`config.mk`:
```
export PLATFORM = sky130hd
export DESIGN_NAME = systolic_feeder
export DESIGN_NICKNAME = d
export VERILOG_FILES = /design/src/rtl/systolic_feeder.sv
export SDC_FILE = /design/constraint.sdc
export NUM_CORES = 1
export LEC_CHECK = 0
export ABC_AREA = 1
export CORE_AREA = 2 2 195 197
export DETAILED_ROUTE_END_ITERATION = 7
export DIE_AREA = 0 0 197 199
export PLACE_DENSITY = 0.77
export RECOVER_POWER = 50
export SETUP_SLACK_MARGIN = 0.02
export SLEW_MARGIN = 10
export SYNTH_ARGS = -nofsm -noshare
export SYNTH_HDL_FRONTEND = slang
export SYNTH_SLANG_ARGS = --single-unit
```
`constraint.sdc`:
```
create_clock -name clk -period 7 [get_ports clk]
set_input_delay 1.4 -clock clk [delete_from_list [all_inputs] [get_ports clk]]
set_output_delay 1.4 -clock clk [all_outputs]
set_load 0.02 [all_outputs]
```
`src/rtl/systolic_feeder.sv`:
```
// Operand feeder and sequencer for a 3x3 output-stationary systolic multiplier.
// Latches A/B on start, clears the array, streams skewed rows/columns, drains, then captures C.
module systolic_feeder #(
  parameter int DATA_SIZE    = 8,
  parameter int FLUSH_CYCLES = 4
) (
  input  logic                           clk,
  input  logic                           reset,
  input  logic                           start,
  input  logic [9*DATA_SIZE-1:0]         a_mat,
  input  logic [9*DATA_SIZE-1:0]         b_mat,
  output logic                           busy,
  output logic                           arr_clr,
  output logic [DATA_SIZE-1:0]           a1,
  output logic [DATA_SIZE-1:0]           a2,
  output logic [DATA_SIZE-1:0]           a3,
  output logic [DATA_SIZE-1:0]           b1,
  output logic [DATA_SIZE-1:0]           b2,
  output logic [DATA_SIZE-1:0]           b3,
  input  logic [9*(2*DATA_SIZE+1)-1:0]   c_in,
  output logic [9*(2*DATA_SIZE+1)-1:0]   result,
  output logic                           result_valid,
  output logic                           done
);

  // state   | meaning
  // IDLE    | waiting for start; result held
  // CLEAR   | arr_clr asserted for one cycle
  // STREAM  | seven skewed feed beats (beat 0..6)
  // FLUSH   | feeds zero while the array drains
  // CAPTURE | c_in sampled into result, done pulsed
  typedef enum logic [2:0] {IDLE, CLEAR, STREAM, FLUSH, CAPTURE} state_t;

  localparam logic [3:0] FLUSH_LOAD = 4'(FLUSH_CYCLES - 1);

  state_t                        state, state_nx;
  logic [2:0]                    beat, beat_nx;
  logic [3:0]                    fcnt, fcnt_nx;
  logic [9*DATA_SIZE-1:0]        a_reg, b_reg;
  logic [2:0][DATA_SIZE-1:0]     a_feed, b_feed, a_feed_nx, b_feed_nx;
  logic                          busy_nx, clr_nx, done_nx, load, capture;

  function automatic logic [2:0][DATA_SIZE-1:0] row_feed(input logic [9*DATA_SIZE-1:0] m,
                                                          input logic [2:0] t);
    logic [2:0][DATA_SIZE-1:0] f;
    int d;
    f = '0;
    for (int r = 0; r < 3; r++) begin
      d = int'(t) - r;
      if (d >= 0 && d <= 2) f[r] = m[DATA_SIZE*(3*r+d) +: DATA_SIZE];
    end
    return f;
  endfunction

  function automatic logic [2:0][DATA_SIZE-1:0] col_feed(input logic [9*DATA_SIZE-1:0] m,
                                                          input logic [2:0] t);
    logic [2:0][DATA_SIZE-1:0] f;
    int d;
    f = '0;
    for (int c = 0; c < 3; c++) begin
      d = int'(t) - c;
      if (d >= 0 && d <= 2) f[c] = m[DATA_SIZE*(3*d+c) +: DATA_SIZE];
    end
    return f;
  endfunction

  always_comb begin
    state_nx  = state;
    beat_nx   = beat;
    fcnt_nx   = fcnt;
    busy_nx   = busy;
    clr_nx    = 1'b0;
    done_nx   = 1'b0;
    load      = 1'b0;
    capture   = 1'b0;
    a_feed_nx = '0;
    b_feed_nx = '0;
    case (state)
      IDLE: begin
        if (start) begin
          load     = 1'b1;
          busy_nx  = 1'b1;
          clr_nx   = 1'b1;
          state_nx = CLEAR;
        end
      end
      CLEAR: begin
        state_nx  = STREAM;
        beat_nx   = 3'd0;
        a_feed_nx = row_feed(a_reg, 3'd0);
        b_feed_nx = col_feed(b_reg, 3'd0);
      end
      STREAM: begin
        if (beat == 3'd6) begin
          state_nx = FLUSH;
          fcnt_nx  = FLUSH_LOAD;
        end else begin
          beat_nx   = beat + 3'd1;
          a_feed_nx = row_feed(a_reg, beat + 3'd1);
          b_feed_nx = col_feed(b_reg, beat + 3'd1);
        end
      end
      FLUSH: begin
        if (fcnt == 4'd0) state_nx = CAPTURE;
        else              fcnt_nx  = fcnt - 4'd1;
      end
      CAPTURE: begin
        capture  = 1'b1;
        done_nx  = 1'b1;
        busy_nx  = 1'b0;
        state_nx = IDLE;
      end
      default: state_nx = IDLE;
    endcase
  end

  always_ff @(posedge clk or negedge reset) begin
    if (!reset) begin
      state        <= IDLE;
      beat         <= '0;
      fcnt         <= '0;
      a_reg        <= '0;
      b_reg        <= '0;
      a_feed       <= '0;
      b_feed       <= '0;
      busy         <= 1'b0;
      arr_clr      <= 1'b0;
      done         <= 1'b0;
      result       <= '0;
      result_valid <= 1'b0;
    end else begin
      state   <= state_nx;
      beat    <= beat_nx;
      fcnt    <= fcnt_nx;
      a_feed  <= a_feed_nx;
      b_feed  <= b_feed_nx;
      busy    <= busy_nx;
      arr_clr <= clr_nx;
      done    <= done_nx;
      if (load) begin
        a_reg        <= a_mat;
        b_reg        <= b_mat;
        result_valid <= 1'b0;
      end
      if (capture) begin
        result       <= c_in;
        result_valid <= 1'b1;
      end
    end
  end

  assign a1 = a_feed[0];
  assign a2 = a_feed[1];
  assign a3 = a_feed[2];
  assign b1 = b_feed[0];
  assign b2 = b_feed[1];
  assign b3 = b_feed[2];

endmodule
```
==> results.ini, run 1 <==
[place]
dp_cells = 3034
place_ws_ps = 1800
gp_congestion = 0.892
hpwl_mm = 39.4
dpl_cell_area_um2 = 21800
portBuffers = 504

[synth]
synth_ff_type = dfrtp_1
synth_seq_cells = 359
synth_nets = 2472
synthDistinctLibCells = 35
syn_area_per_cell_um2 = 7.66
synthCells = 2153
netlist_area_um2 = 16500
ys_warn_count = 0
ys_seq_area_share_pct = 54.5
synth_edf_count = 0
ys_async_sr_fraction_pct = 100

[setup_path]
worst_path_most_repeated_cell = ha_1
critical_path.cell_chain = inv_1 > ha_1 > inv_2 > nand2_1 > nand2_2 > ha_1 > ha_1 > xor2_1 > o21ai_0 > nand4_1 > nor2_1
crit_required_ps = 7420
crit_path_max_fanout = 59
slowest_delay_ps = 1110
path_buf_inv = 2
start_kind = register
crit_family = buffers and inverters
path_class = register to register
crit_path_top_delay_cell = inv_1
worstSetupEndpointType = register
arrival_ps = 6230

[sta]
rsz0062_at_grt = no
tightest_slew_ps = 4970
fmax_ghz = 0.172
post-route-period-util_pct = 83.0
slew_violations = 443
setup_tns_ps = 0
hold_viol_final = 0
relSlewSlack_pct = -231
setup_ws_ps = 1190
period_minus_slack_ps = 5810
setup_viol = 0
skew_ps = 21.7

[drt]
wire_per_inst_um = 17.7
finalWirelength_mm = 55.1
drc = 0
vias = 15600
vias_per_cell = 5.04
antenna_left = 0
drtPass1Iterations = 6
drtIter0Drc = 1170

[finish]
area_delta_synth_final_pct = 39.6
largest_reg_flops = 153
stdcell_area_um2 = 23000
final_cells = 3104
fillCellCount = 3239
fin_nets = 2920
drive_above_1_share_pct = 3.42
regArea_um2 = 8990
multi_input_area_um2 = 6550

[pwr]
p_leak_uw = 0.0115
power_density_nw_per_um2 = 518
peakVddDrop_uv = 274

[global_route]
grt_usage_pct = 27.6
grt-ovfl-total = 0
grt_pass1_wl_mm = 84.1
antenna_found_initial = 1
grt_pass1_vias = 15400
grt_max_degree = 142

[cts]
cts-root-buf = clkbuf_16
clock_latency_ps = 570
htreeDepth = 2
clk_pin_slew_ps = 60
ctsHoldBuffers = 0
clk_path_buf_depth = 3
post_cts_buffers = 0
cts.sinks = 359
cts_tree = built
cts_buffers = 39
cts-resized-gates = 0

[die]
initial_core_util_pct = 44.4
dieArea_um2 = 39200
rows = 71
pin_count = 505
die_w_um = 197
die_h_um = 199
core-area_um2 = 37100

[flow_run]
cap_violations = 5

[status]
status = finished, violations left
violations = capacitance limit, slew limit

[min_path]
hold_class = register to register

-- area by class of cell --
cell class              count  area share [%]
flip-flops and latches    359            39.0
multi-input cells        1558            28.4
inverters                 128            2.10
clock inverters            10           0.527
well taps                 474            2.58
clock buffers              58            5.08
diodes                      2          0.0217
repair buffers            515            22.2
-- worst min-delay path, stage by stage, from the launching register on --
cell and delay [ps]:
dfrtp_1 340, nand2_1 50, nand2_1 50
-- metrics by stage --
| step | util (%) | hold WS, ps | power (uW) |
|---|---|---|---|
| final | 62.0 | 468 | 11900 |
| after global routing | 62.0 | 483 | 12800 |
| after CTS | 62.1 | 472 | 11900 |
| after detailed placement | 58.6 | 457 | 9770 |
| after global placement | 58.6 | 452 | 9640 |
| after floorplan | - | 441 | 7370 |
-- power breakdown --
group	internal (uW)	leakage (uW)	switching [uW]
clock	1230	0.000634	862
sequential	3020	0.00444	566
combinational	2290	0.00643	3960
total	6550	0.0115	5390
-- synthesized netlist by cell type (all sizes together) (2+ instances only) --
cell type | instances | area share, %
or2 | 2 | 0.076
xor2 | 5 | 0.31
nand3 | 92 | 2.8
o211ai | 18 | 0.82
nand2 | 1179 | 27
inv | 122 | 2.8
clkinv | 6 | 0.14
clkbuf | 45 | 1.0
nor2 | 74 | 1.7
dfrtp | 359 | 54
buf | 63 | 2.0
and2 | 6 | 0.23
a21oi | 6 | 0.20
xnor2 | 4 | 0.26
ha | 19 | 1.4
nor3 | 4 | 0.19
o21ai | 136 | 4.2
nand4 | 9 | 0.34
-- cell usage in the layout, fill, tap and decap left out, types with 4 or more instances in the layout --
cell and n:
ha_1 19, clkdlybuf4s50_1 503, nor2_1 71, a21oi_1 5, and2_1 4, clkinv_2 4, dfrtp_1 358, buf_4 7
o21ai_0 118, o21ai_1 17, clkinv_1 6, clkbuf_16 40, inv_1 116, nand3_1 91, clkbuf_8 10, clkbuf_1 11
nand2_1 1177, nand4_1 9, o211ai_1 18, inv_2 4
-- cell families after synthesis --
group | after synthesis | share of synthesized area [%]
AO/OA/AOI/OAI | 162 | 5.26
flip-flops | 359 | 54.5
XOR/XNOR | 9 | 0.569
adder cells (fa/ha/maj) | 19 | 1.44
buffers and inverters | 236 | 5.92
AND/OR/NAND/NOR | 1368 | 32.3
-- layer usage --
layer | up-vias | track usage [%] | wire, um
met4 | 2 | 11.5 | 2080
met5 | - | 0 | 7
met1 | 7416 | 35.7 | 22700
met3 | 136 | 7.27 | 4400
li1 | 7501 | - | -
met2 | 589 | 44.3 | 25900
-- path summary, 6_finish.rpt --
path / end / slack, ps / depth (start not counted) / from
worst max-delay path: b2[7] / 1190 / 11 / beat[0]
worst min-delay path: result[138] / 470 / 2 / result[138]
worst max register to register: b2[7] / 1190 / 11 / beat[0]
worst min register to register: result[138] / 470 / 2 / result[138]
max in group asynchronous: result[79] / 1970 / 2 / reset
min in group asynchronous: result[23] / 840 / 1 / reset
No activity file was read; power rests on OpenSTA's default activity.
==> run 2: changes to the inputs <==
==> constraint.sdc (replaced) <==
create_clock -name clk -period 5.9 [get_ports clk]
set_input_delay 1.18 -clock clk [delete_from_list [all_inputs] [get_ports clk]]
set_output_delay 1.18 -clock clk [all_outputs]
set_load 0.02 [all_outputs]
==> run 2 against run 1 <==
  * The run still ends with capacitance limit, slew limit left
  * Highest routed layer unchanged
  * Worst hold slack about the same
  * Non-clock buffer count unchanged
  * Cell area is 0.53% higher
  * Clock skew grew 3.0 ps
  * Combinational power is 20% higher
  * Via count rose by 0.12%
  * Sequential power is 18% higher
==> results.ini, run 2 (synthesis results as in run 1) <==
[pwr]
internal-power_uw = 7940  ; was 6550 uW
power.share.switching_pct = 44.7  ; was 45.1%
pwr-share-comb_pct = 52.0  ; was 52.4%
switching_power_uw = 6420  ; was 5390 uW
p_leak_uw = 0.0116  ; was 0.0115 uW
peakVddDrop_uv = 424  ; was 274 uV
pwr-share-seq_pct = 29.6  ; was 30.1%
power_density_nw_per_um2 = 620  ; was 518 nW/um^2
power_frac_clock_pct = 18.4  ; was 17.5%

[setup_path]
path_depth = 5  ; was 11
r2r_slack_ps = 1200  ; was 1190 ps
path_buf_inv = 2  ; unchanged
crit_family = buffers and inverters  ; unchanged
worstSetupEndpointType = register  ; unchanged
critical_path.cell_chain = dlygate4sd3_1 > nand3_1 > clkbuf_1 > nand2_1 > nand2_1  ; was inv_1 > ha_1 > inv_2 > nand2_1 > nand2_2 > ha_1 > ha_1 > xor2_1 > o21ai_0 > nand4_1 > nor2_1
slowest_delay_ps = 2730  ; was 1110 ps
reg2reg_from = beat[0]  ; unchanged
critPathCapture = a_reg[26]  ; was b2[7]
arrival_ps = 5230  ; was 6230 ps
path_class = primary input to register  ; was register to register
critPathLaunch = start  ; was beat[0]
reg2reg_depth = 11  ; unchanged
worst_path_most_repeated_cell = nand2_1  ; was ha_1
start_kind = primary input  ; was register
crit_path_top_delay_cell = clkbuf_1  ; was inv_1
crit_required_ps = 6370  ; was 7420 ps
crit_path_max_fanout = 87  ; was 59
rr_endpoint = b2[7]  ; unchanged

[global_route]
grt_usage_pct = 27.1  ; was 27.6%
grt_max_degree = 161  ; was 142
grt-ovfl-total = 0  ; unchanged
antenna_found_initial = 3  ; was 1
grt_pass1_vias = 15400  ; about the same
grt_pass1_wl_mm = 82.8  ; was 84.1 mm

[drt]
vias = 15700  ; was 15600
vias_per_cell = 5.04  ; about the same
antenna_left = 0  ; unchanged
finalWirelength_mm = 54.5  ; was 55.1 mm
wire_per_inst_um = 17.5  ; was 17.7 um
drc = 0  ; unchanged
drtIter0Drc = 1170  ; unchanged
drtPass1Iterations = 6  ; unchanged

[die]
die_w_um = 197  ; unchanged
core-area_um2 = 37100  ; unchanged
dieArea_um2 = 39200  ; unchanged
die_h_um = 199  ; unchanged
rows = 71  ; unchanged
pin_count = 505  ; unchanged
initial_core_util_pct = 44.4  ; unchanged

[sta]
fmax_ghz = 0.210
holdWs_ps = 468  ; about the same
period_minus_slack_ps = 4760
setup_tns_ps = 0  ; unchanged
relSlewSlack_pct = -158  ; was -231%
slew_violations = 374  ; was 443
hold_viol_final = 0  ; unchanged
rsz0062_at_grt = no  ; unchanged
skew_ps = 24.7  ; was 21.7 ps
setup_viol = 0  ; unchanged
tightest_slew_ps = 3860  ; was 4970 ps
post-route-period-util_pct = 80.7

[place]
dp_cells = 3034  ; unchanged
hpwl_mm = 39.4  ; about the same
portBuffers = 504  ; unchanged
gp_congestion = 0.906  ; was 0.892

[min_path]
hold_class = register to register  ; unchanged

[finish]
area_delta_synth_final_pct = 40.4  ; was 39.6%
final_cells = 3109  ; was 3104
fillCellCount = 3206  ; was 3239
fin_nets = 2921  ; was 2920
final_common_cell = nand2_1  ; unchanged
final_cell_mix = nand2_1, clkdlybuf4s50_1, dfrtp_1, o21ai_0, inv_1  ; unchanged
largest_reg_flops = 153  ; unchanged
drive_above_1_share_pct = 3.84  ; was 3.42%

[status]
status = finished, violations left  ; unchanged
violations = capacitance limit, slew limit  ; unchanged

[cts]
cts-resized-gates = 0  ; unchanged
cts_tree = built  ; unchanged
clk_path_buf_depth = 3  ; unchanged
htreeDepth = 2  ; unchanged
clk_pin_slew_ps = 60  ; about the same
clock_latency_ps = 550  ; was 570 ps
ctsHoldBuffers = 0  ; unchanged
cts.sinks = 359  ; unchanged
cts_buffers = 40  ; was 39
post_cts_buffers = 0  ; unchanged
cts-root-buf = clkbuf_16  ; unchanged

[flow_run]
cap_violations = 4  ; was 5

## run 2: changes by cell type in the layout (fill, tap and decap cells not counted), moves of 2 or more
cell	previous run	this run
buf_12	0	2
bufinv_16	2	6
clkbuf_1	11	7
clkbuf_8	10	6
clkinv_2	4	8
clkinvlp_4	1	3
inv_1	116	114
inv_2	4	6
## run 2: per-stage QoR
stage / power (uW) / setup slack [ps] / area (um^2) / utilization, %
floorplan: 8740 / 2040 / 16500 / -
global placement: 11400 / 1570 / 21800 / 58.6
detailed placement: 11600 / 1350 / 21800 / 58.6
CTS: 14300 / 1300 / 23200 / 62.4
global route: 15400 / 788 / 23100 / 62.3
finish: 14400 / 1140 / 23100 / 62.3
## run 2: area by class of cell
class | count | area, um^2 | area share (%)
well taps | 474 | 593 | 2.56
clock buffers | 53 | 1130 | 4.89
repair buffers | 515 | 5140 | 22.2
diodes | 2 | 5.00 | 0.0216
flip-flops and latches | 359 | 8990 | 38.8
clock inverters | 20 | 269 | 1.16
inverters | 128 | 484 | 2.09
multi-input cells | 1558 | 6540 | 28.2
## run 2: power groups by stage
stage,logic [uW],registers (uW),clock network (uW)
6_report,7470,4240,2640
5_1_grt,8240,4370,2790
4_1_cts,7400,4230,2690
3_5_place_dp,7350,4250,0
3_3_place_gp,7210,4220,0
2_1_floorplan,3890,4860,0
## run 2: how the worst min path moves through the flow
| stage | end | start | cells after the start | slack, ps |
|---|---|---|---|---|
| final | result[149] | result[149] | 2 | 470 |
| after global routing | result[110] | result[110] | 2 | 490 |
| after CTS | result[0] | result[0] | 2 | 470 |
| after detailed placement | result[0] | result[0] | 2 | 460 |
| after global placement | result[3] | result[3] | 2 | 450 |
| after floorplan | a_reg[61] | a_reg[61] | 2 | 440 |
## run 2: worst reg2reg max path: stages (launching register included)
cell and delay, ps:
dfrtp_4 660, inv_2 680, ha_1 290, buf_4 440
nand2_1 130, nand2_2 490, ha_1 350, ha_1 370
xor2_1 740, o21ai_0 210, nand4_1 150, nor2_1 60
## run 2: layer usage
metal  routed length [um]  global-route usage [%]
met1                22400                    34.8
met2                25500                    43.9
met3                 4640                    7.09
met4                 2000                    10.6
met5                   12                       0
